[config.mk]
export PLATFORM = sky130hd
export DESIGN_NAME = btn_input_ctrl
export DESIGN_NICKNAME = d
export VERILOG_FILES = /design/src/rtl/btn_input_ctrl.sv
export SDC_FILE = /design/constraint.sdc
export NUM_CORES = 1
export LEC_CHECK = 0
export CAP_MARGIN = 20
export CORE_ASPECT_RATIO = 1.1
export CORE_MARGIN = 2
export CORE_UTILIZATION = 55
export CTS_CLUSTER_DIAMETER = 100
export CTS_CLUSTER_SIZE = 24
export DETAILED_ROUTE_END_ITERATION = 10
export PLACE_DENSITY_LB_ADDON = 0.2
export SYNTH_ARGS = -nofsm -noshare
export SYNTH_HDL_FRONTEND = slang
export SYNTH_SLANG_ARGS = --single-unit
[constraint.sdc]
create_clock -name hwclk -period 2.2 [get_ports hwclk]
set_clock_uncertainty 0.15 [all_clocks]
set_input_delay 0.44 -clock hwclk [delete_from_list [all_inputs] [get_ports hwclk]]
set_output_delay 0.44 -clock hwclk [all_outputs]
set_load 0.005 [all_outputs]
[src/rtl/btn_input_ctrl.sv]
// Pushbutton front end: 2-FF sync, counter debounce, press/release/auto-repeat pulses,
// and a direction register fed from channels 0..3 that rejects direct reversals.
module btn_input_ctrl #(
  parameter int         NUM_BTN       = 6,
  parameter int         DB_CYCLES     = 16,
  parameter int         REPEAT_DELAY  = 64,
  parameter int         REPEAT_PERIOD = 16,
  parameter logic [1:0] DIR_RESET     = 2'd1
) (
  input  logic               hwclk,
  input  logic               reset,
  input  logic [NUM_BTN-1:0] btn_in,
  input  logic [NUM_BTN-1:0] repeat_en,
  output logic [NUM_BTN-1:0] btn_level,
  output logic [NUM_BTN-1:0] btn_press,
  output logic [NUM_BTN-1:0] btn_release,
  output logic [1:0]         dir,
  output logic               dir_valid
);

  localparam int DB_W    = $clog2(DB_CYCLES) + 1;
  localparam int RPT_MAX = (REPEAT_DELAY > REPEAT_PERIOD) ? REPEAT_DELAY : REPEAT_PERIOD;
  localparam int RPT_W   = $clog2(RPT_MAX) + 1;

  localparam logic [DB_W-1:0]  DB_LAST  = DB_W'(DB_CYCLES - 1);
  localparam logic [DB_W-1:0]  DB_SAT   = {DB_W{1'b1}};
  localparam logic [RPT_W-1:0] DLY_LAST = RPT_W'(REPEAT_DELAY - 1);
  localparam logic [RPT_W-1:0] PER_LAST = RPT_W'(REPEAT_PERIOD - 1);
  localparam logic [RPT_W-1:0] RPT_SAT  = {RPT_W{1'b1}};

  logic [NUM_BTN-1:0] sync1_q, sync1_d;
  logic [NUM_BTN-1:0] sync2_q, sync2_d;
  logic [NUM_BTN-1:0] level_q, level_d;
  logic [NUM_BTN-1:0] press_q, press_d;
  logic [NUM_BTN-1:0] release_q, release_d;
  logic [NUM_BTN-1:0] rpt_armed_q, rpt_armed_d;
  logic [DB_W-1:0]    db_cnt_q  [NUM_BTN];
  logic [DB_W-1:0]    db_cnt_d  [NUM_BTN];
  logic [RPT_W-1:0]   rpt_cnt_q [NUM_BTN];
  logic [RPT_W-1:0]   rpt_cnt_d [NUM_BTN];
  logic [1:0]         dir_q, dir_d;
  logic               dir_vld_q, dir_vld_d;
  logic [1:0]         opp_dir;
  logic [3:0]         dir_req;

  always_comb begin
    sync1_d     = btn_in;
    sync2_d     = sync1_q;
    level_d     = level_q;
    press_d     = '0;
    release_d   = '0;
    rpt_armed_d = '0;
    for (int i = 0; i < NUM_BTN; i++) begin
      db_cnt_d[i]  = '0;
      rpt_cnt_d[i] = '0;
      if (sync2_q[i] != level_q[i]) begin
        if (db_cnt_q[i] == DB_LAST) begin
          level_d[i] = ~level_q[i];
        end else if (db_cnt_q[i] != DB_SAT) begin
          db_cnt_d[i] = db_cnt_q[i] + DB_W'(1);
        end
      end
      press_d[i]   = level_d[i] & ~level_q[i];
      release_d[i] = ~level_d[i] & level_q[i];
      // A repeat that would coincide with the release edge is dropped.
      if (repeat_en[i] && level_q[i] && level_d[i]) begin
        rpt_armed_d[i] = rpt_armed_q[i];
        if (rpt_cnt_q[i] == (rpt_armed_q[i] ? PER_LAST : DLY_LAST)) begin
          press_d[i]     = 1'b1;
          rpt_armed_d[i] = 1'b1;
        end else if (rpt_cnt_q[i] != RPT_SAT) begin
          rpt_cnt_d[i] = rpt_cnt_q[i] + RPT_W'(1);
        end
      end
    end
  end

  // Opposite requests are masked before priority so a legal lower-priority press still wins.
  always_comb begin
    opp_dir   = {dir_q[1], ~dir_q[0]};
    dir_req   = press_q[3:0] & ~(4'b0001 << opp_dir);
    dir_d     = dir_q;
    dir_vld_d = 1'b0;
    if (dir_req[0]) begin
      dir_d     = 2'd0;
      dir_vld_d = 1'b1;
    end else if (dir_req[1]) begin
      dir_d     = 2'd1;
      dir_vld_d = 1'b1;
    end else if (dir_req[2]) begin
      dir_d     = 2'd2;
      dir_vld_d = 1'b1;
    end else if (dir_req[3]) begin
      dir_d     = 2'd3;
      dir_vld_d = 1'b1;
    end
  end

  always_ff @(posedge hwclk or negedge reset) begin
    if (!reset) begin
      sync1_q     <= '0;
      sync2_q     <= '0;
      level_q     <= '0;
      press_q     <= '0;
      release_q   <= '0;
      rpt_armed_q <= '0;
      dir_q       <= DIR_RESET;
      dir_vld_q   <= 1'b0;
      for (int i = 0; i < NUM_BTN; i++) begin
        db_cnt_q[i]  <= '0;
        rpt_cnt_q[i] <= '0;
      end
    end else begin
      sync1_q     <= sync1_d;
      sync2_q     <= sync2_d;
      level_q     <= level_d;
      press_q     <= press_d;
      release_q   <= release_d;
      rpt_armed_q <= rpt_armed_d;
      dir_q       <= dir_d;
      dir_vld_q   <= dir_vld_d;
      for (int i = 0; i < NUM_BTN; i++) begin
        db_cnt_q[i]  <= db_cnt_d[i];
        rpt_cnt_q[i] <= rpt_cnt_d[i];
      end
    end
  end

  assign btn_level   = level_q;
  assign btn_press   = press_q;
  assign btn_release = release_q;
  assign dir         = dir_q;
  assign dir_valid   = dir_vld_q;

endmodule
==> run metrics, run 1 <==
setup_tns 0 ns; gr ovfl total 0; Post-synth ARST share 1.00; Hold Vio Cnt, Final 0; GR Util met3 0.0509; total power 3360 uW; die span in y 102 um; critical path type flop to output pin; CP Max Fanout 8; Final setup viols 0; YS warnings 0; Mapped Nets 461; initial antenna violation count 0; CP Launch Point dir[0]$_DFFE_PN1P_; clock sink count 111; worst vdd ir 392 uV; P&R area growth vs syn 14.3%; status finished clean; die area 0.00956 mm^2; Arr. time, crit path 1.49 ns; Psw 782 uW; Die W 93.4 um; fin cells 599; Min Hold Slack 0.213 ns; register share of total power 0.630; Post-Synth Adder-Cell Area 0.0311; first-pass GRT wire length 13.7 mm; Simple-Gate Fraction of Synth Area 0.199; Worst Hold Class flop to flop; post-synthesis mux area share 0.0160; Cell Int Power 2580 uW; Top Ports 35; Core Area 0.00845 mm^2; pwr dens 608 mW/mm^2; commonest cells after routing, fill and taps aside dfrtp_1, nor2_1, clkdlybuf4s50_1; ANT cells 0; drt pass-1 iters 4; largest net degree at the start of global routing 36; post-synthesis xor/xnor area fraction 0.0652; post-detail-place hpwl 5.66 mm; TritonCTS Buffers 9; Worst Tran Pin Value 0.474 ns; R2R Path Start db_cnt_q[0]$_DFF_PN0_; max-cap violations 0; Starting Density 0.572; all-layer global routing usage 0.180; RSZ-0062 raised after global routing no; clock power share 0.326; Post-synth EDFFs 0; share of layout cells above drive strength 1 0.0799; Critical Path RT 1.61 ns; total leakage power 0.00232 uW; root buf cell clkbuf_8; family with the most delay on the worst path flip-flops; Distinct cells, synth 42; Worst-Skew Late Latency 0.36 ns; synthesized cell area 0.00483 mm^2; WL/cell 13.0 um; largest family of logic cells by synthesized area simple AND/OR/NAND/NOR gates; Slew HR 0.684; Post-DP Area 0.00534 mm^2; Critical Path Sink Type output pin; sequential fraction of the synthesis area 0.575; WL final 7.80 mm; most common cell after layout, fill and taps aside dfrtp_1; via/cell ratio 5.41; top_reg_cell synth dfrtp_1; vias in the first global route 3216; synthesis-stage register bit count 111; CP max stage cell dfstp_2; crit-path cells clkdlybuf4s50_1; total number of vias 3238; combinational power share 0.044; CP bufs+invs 1; CTS tree done; Detail Route Antenna Nets 0; Slew Limit Fails 0; dpl cells 582; Avg Inst Size Synth 11.1 um^2; Reg clk slew, reported paths 0.09 ns; Nets 509; CP Launch Type flop; Final min period 2.08 ns; CTS max path bufs 2; Mapped Cells 435; H-tree depth 3; # rows 35; Switching Fraction 0.233; drt first-iter violations 98; Max stage delay on crit path 0.61 ns; M2 GR Usage 0.300; post-layout instance area 0.00553 mm^2; post-synthesis compound-gate area fraction 0.0994; GRT busiest layer met2; DRC 0; fin crit share 0.944; GPL Wtd Cong 0.774; met1 GRT Util 0.235; Port Buffers 34; HP Start sync1_q[2]$_DFF_PN0_; Max Clk Rate 481 MHz
-- path summary, 6_finish.rpt --
kind                                           end  slack (ns)  depth (start not counted)
max in group asynchronous       dir[0]$_DFFE_PN1P_        0.88                          3
setup reg to reg            rpt_cnt_q[3]$_DFF_PN0_        0.43                          5
min in group asynchronous  rpt_cnt_q[41]$_DFF_PN0_        0.42                          2
hold / removal                sync2_q[2]$_DFF_PN0_        0.21                          0
hold reg to reg               sync2_q[2]$_DFF_PN0_        0.21                          0
setup / recovery                            dir[0]        0.12                          1
-- cell families after synthesis --
family / count (synthesis)
AND/OR/NAND/NOR: 186
buffers and inverters: 15
multiplexers: 7
AO/OA/AOI/OAI: 68
flip-flops: 111
adder cells (fa/ha/maj): 12
XOR/XNOR: 36
-- flip-flops by register name, indices dropped and copies added, names as in the netlist --
name / flops
rpt_cnt_q: 42
db_cnt_q: 30
btn_level: 6
btn_press: 6
btn_release: 6
rpt_armed_q: 6
sync1_q: 6
sync2_q: 6
dir: 2
dir_valid: 1
-- synthesized netlist by cell type (all sizes together), types with 5 or more instances --
cell / instances / share of area
dfrtp: 110 / 0.57
nor2: 65 / 0.050
nand3: 26 / 0.027
nand2: 21 / 0.016
xnor2: 19 / 0.034
xor2: 17 / 0.031
a21oi: 16 / 0.017
inv: 13 / 0.010
ha: 12 / 0.031
nor3b: 12 / 0.019
o21ai: 12 / 0.012
and2: 11 / 0.014
nor3: 9 / 0.0093
and3: 7 / 0.0091
nand3b: 7 / 0.011
nand4b: 7 / 0.013
a21boi: 6 / 0.0093
mux2: 6 / 0.014
nor2b: 6 / 0.0078
o211ai: 5 / 0.0078
o21bai: 5 / 0.0078
-- what timing repair did --
item / CTS / global route
setup buffers: 0 / 0
gates resized for setup: 0 / 0
endpoints found under the setup margin: 0 / 0
endpoints found under the hold margin: 31 / 0
hold buffers: 1 / 0
-- layout make-up --
cell class	count	area, um^2
fillers	656	2930
flip-flops and latches	111	2780
multi-input cells	309	1980
repair buffers	39	403
well taps	111	139
clock buffers	11	131
inverters	13	48.8
clock inverters	5	41.3
-- power by group through the flow --
stage,clock [uW],combinational (uW),sequential [uW]
6_report,1090,148,2120
3_3_place_gp,0,146,2150
2_1_floorplan,0,56.8,2150
4_1_cts,1140,153,2120
5_1_grt,1220,173,2120
3_5_place_dp,0,150,2160
-- per-stage QoR --
stage	worst slack [ns]	utilization
finish	0.122	0.654
global route	0.0618	0.654
global placement	0.372	0.632
floorplan	0.597	-
detailed placement	0.312	0.632
CTS	0.0977	0.654
-- layer usage --
layer | routed length (um) | up-vias
li1 | - | 1603
met1 | 3610 | 1573
met2 | 3830 | 56
met3 | 263 | 6
met4 | 85 | 0
met5 | 0 | -
Note: power is estimated with default switching activity, not from simulation.
==> run 2: changes to the inputs <==
--- a/config.mk
+++ b/config.mk
@@ -13,6 +13,7 @@
 export CTS_CLUSTER_SIZE = 24
 export DETAILED_ROUTE_END_ITERATION = 10
 export PLACE_DENSITY_LB_ADDON = 0.2
+export SKIP_LAST_GASP = 1
 export SYNTH_ARGS = -nofsm -noshare
 export SYNTH_HDL_FRONTEND = slang
 export SYNTH_SLANG_ARGS = --single-unit
==> results of run 2 <==
Final layout, timing and power as in run 1 (identical DEF).
==> run 3: changes to the inputs <==
--- a/config.mk
+++ b/config.mk
@@ -9,11 +9,12 @@
 export CORE_ASPECT_RATIO = 1.1
 export CORE_MARGIN = 2
 export CORE_UTILIZATION = 55
-export CTS_CLUSTER_DIAMETER = 100
 export CTS_CLUSTER_SIZE = 24
 export DETAILED_ROUTE_END_ITERATION = 10
 export PLACE_DENSITY_LB_ADDON = 0.2
 export SKIP_LAST_GASP = 1
+export SLEW_MARGIN = 20
 export SYNTH_ARGS = -nofsm -noshare
 export SYNTH_HDL_FRONTEND = slang
 export SYNTH_SLANG_ARGS = --single-unit
+export TNS_END_PERCENT = 20
==> results of run 3 <==
Final layout, timing and power as in run 1 (identical DEF).
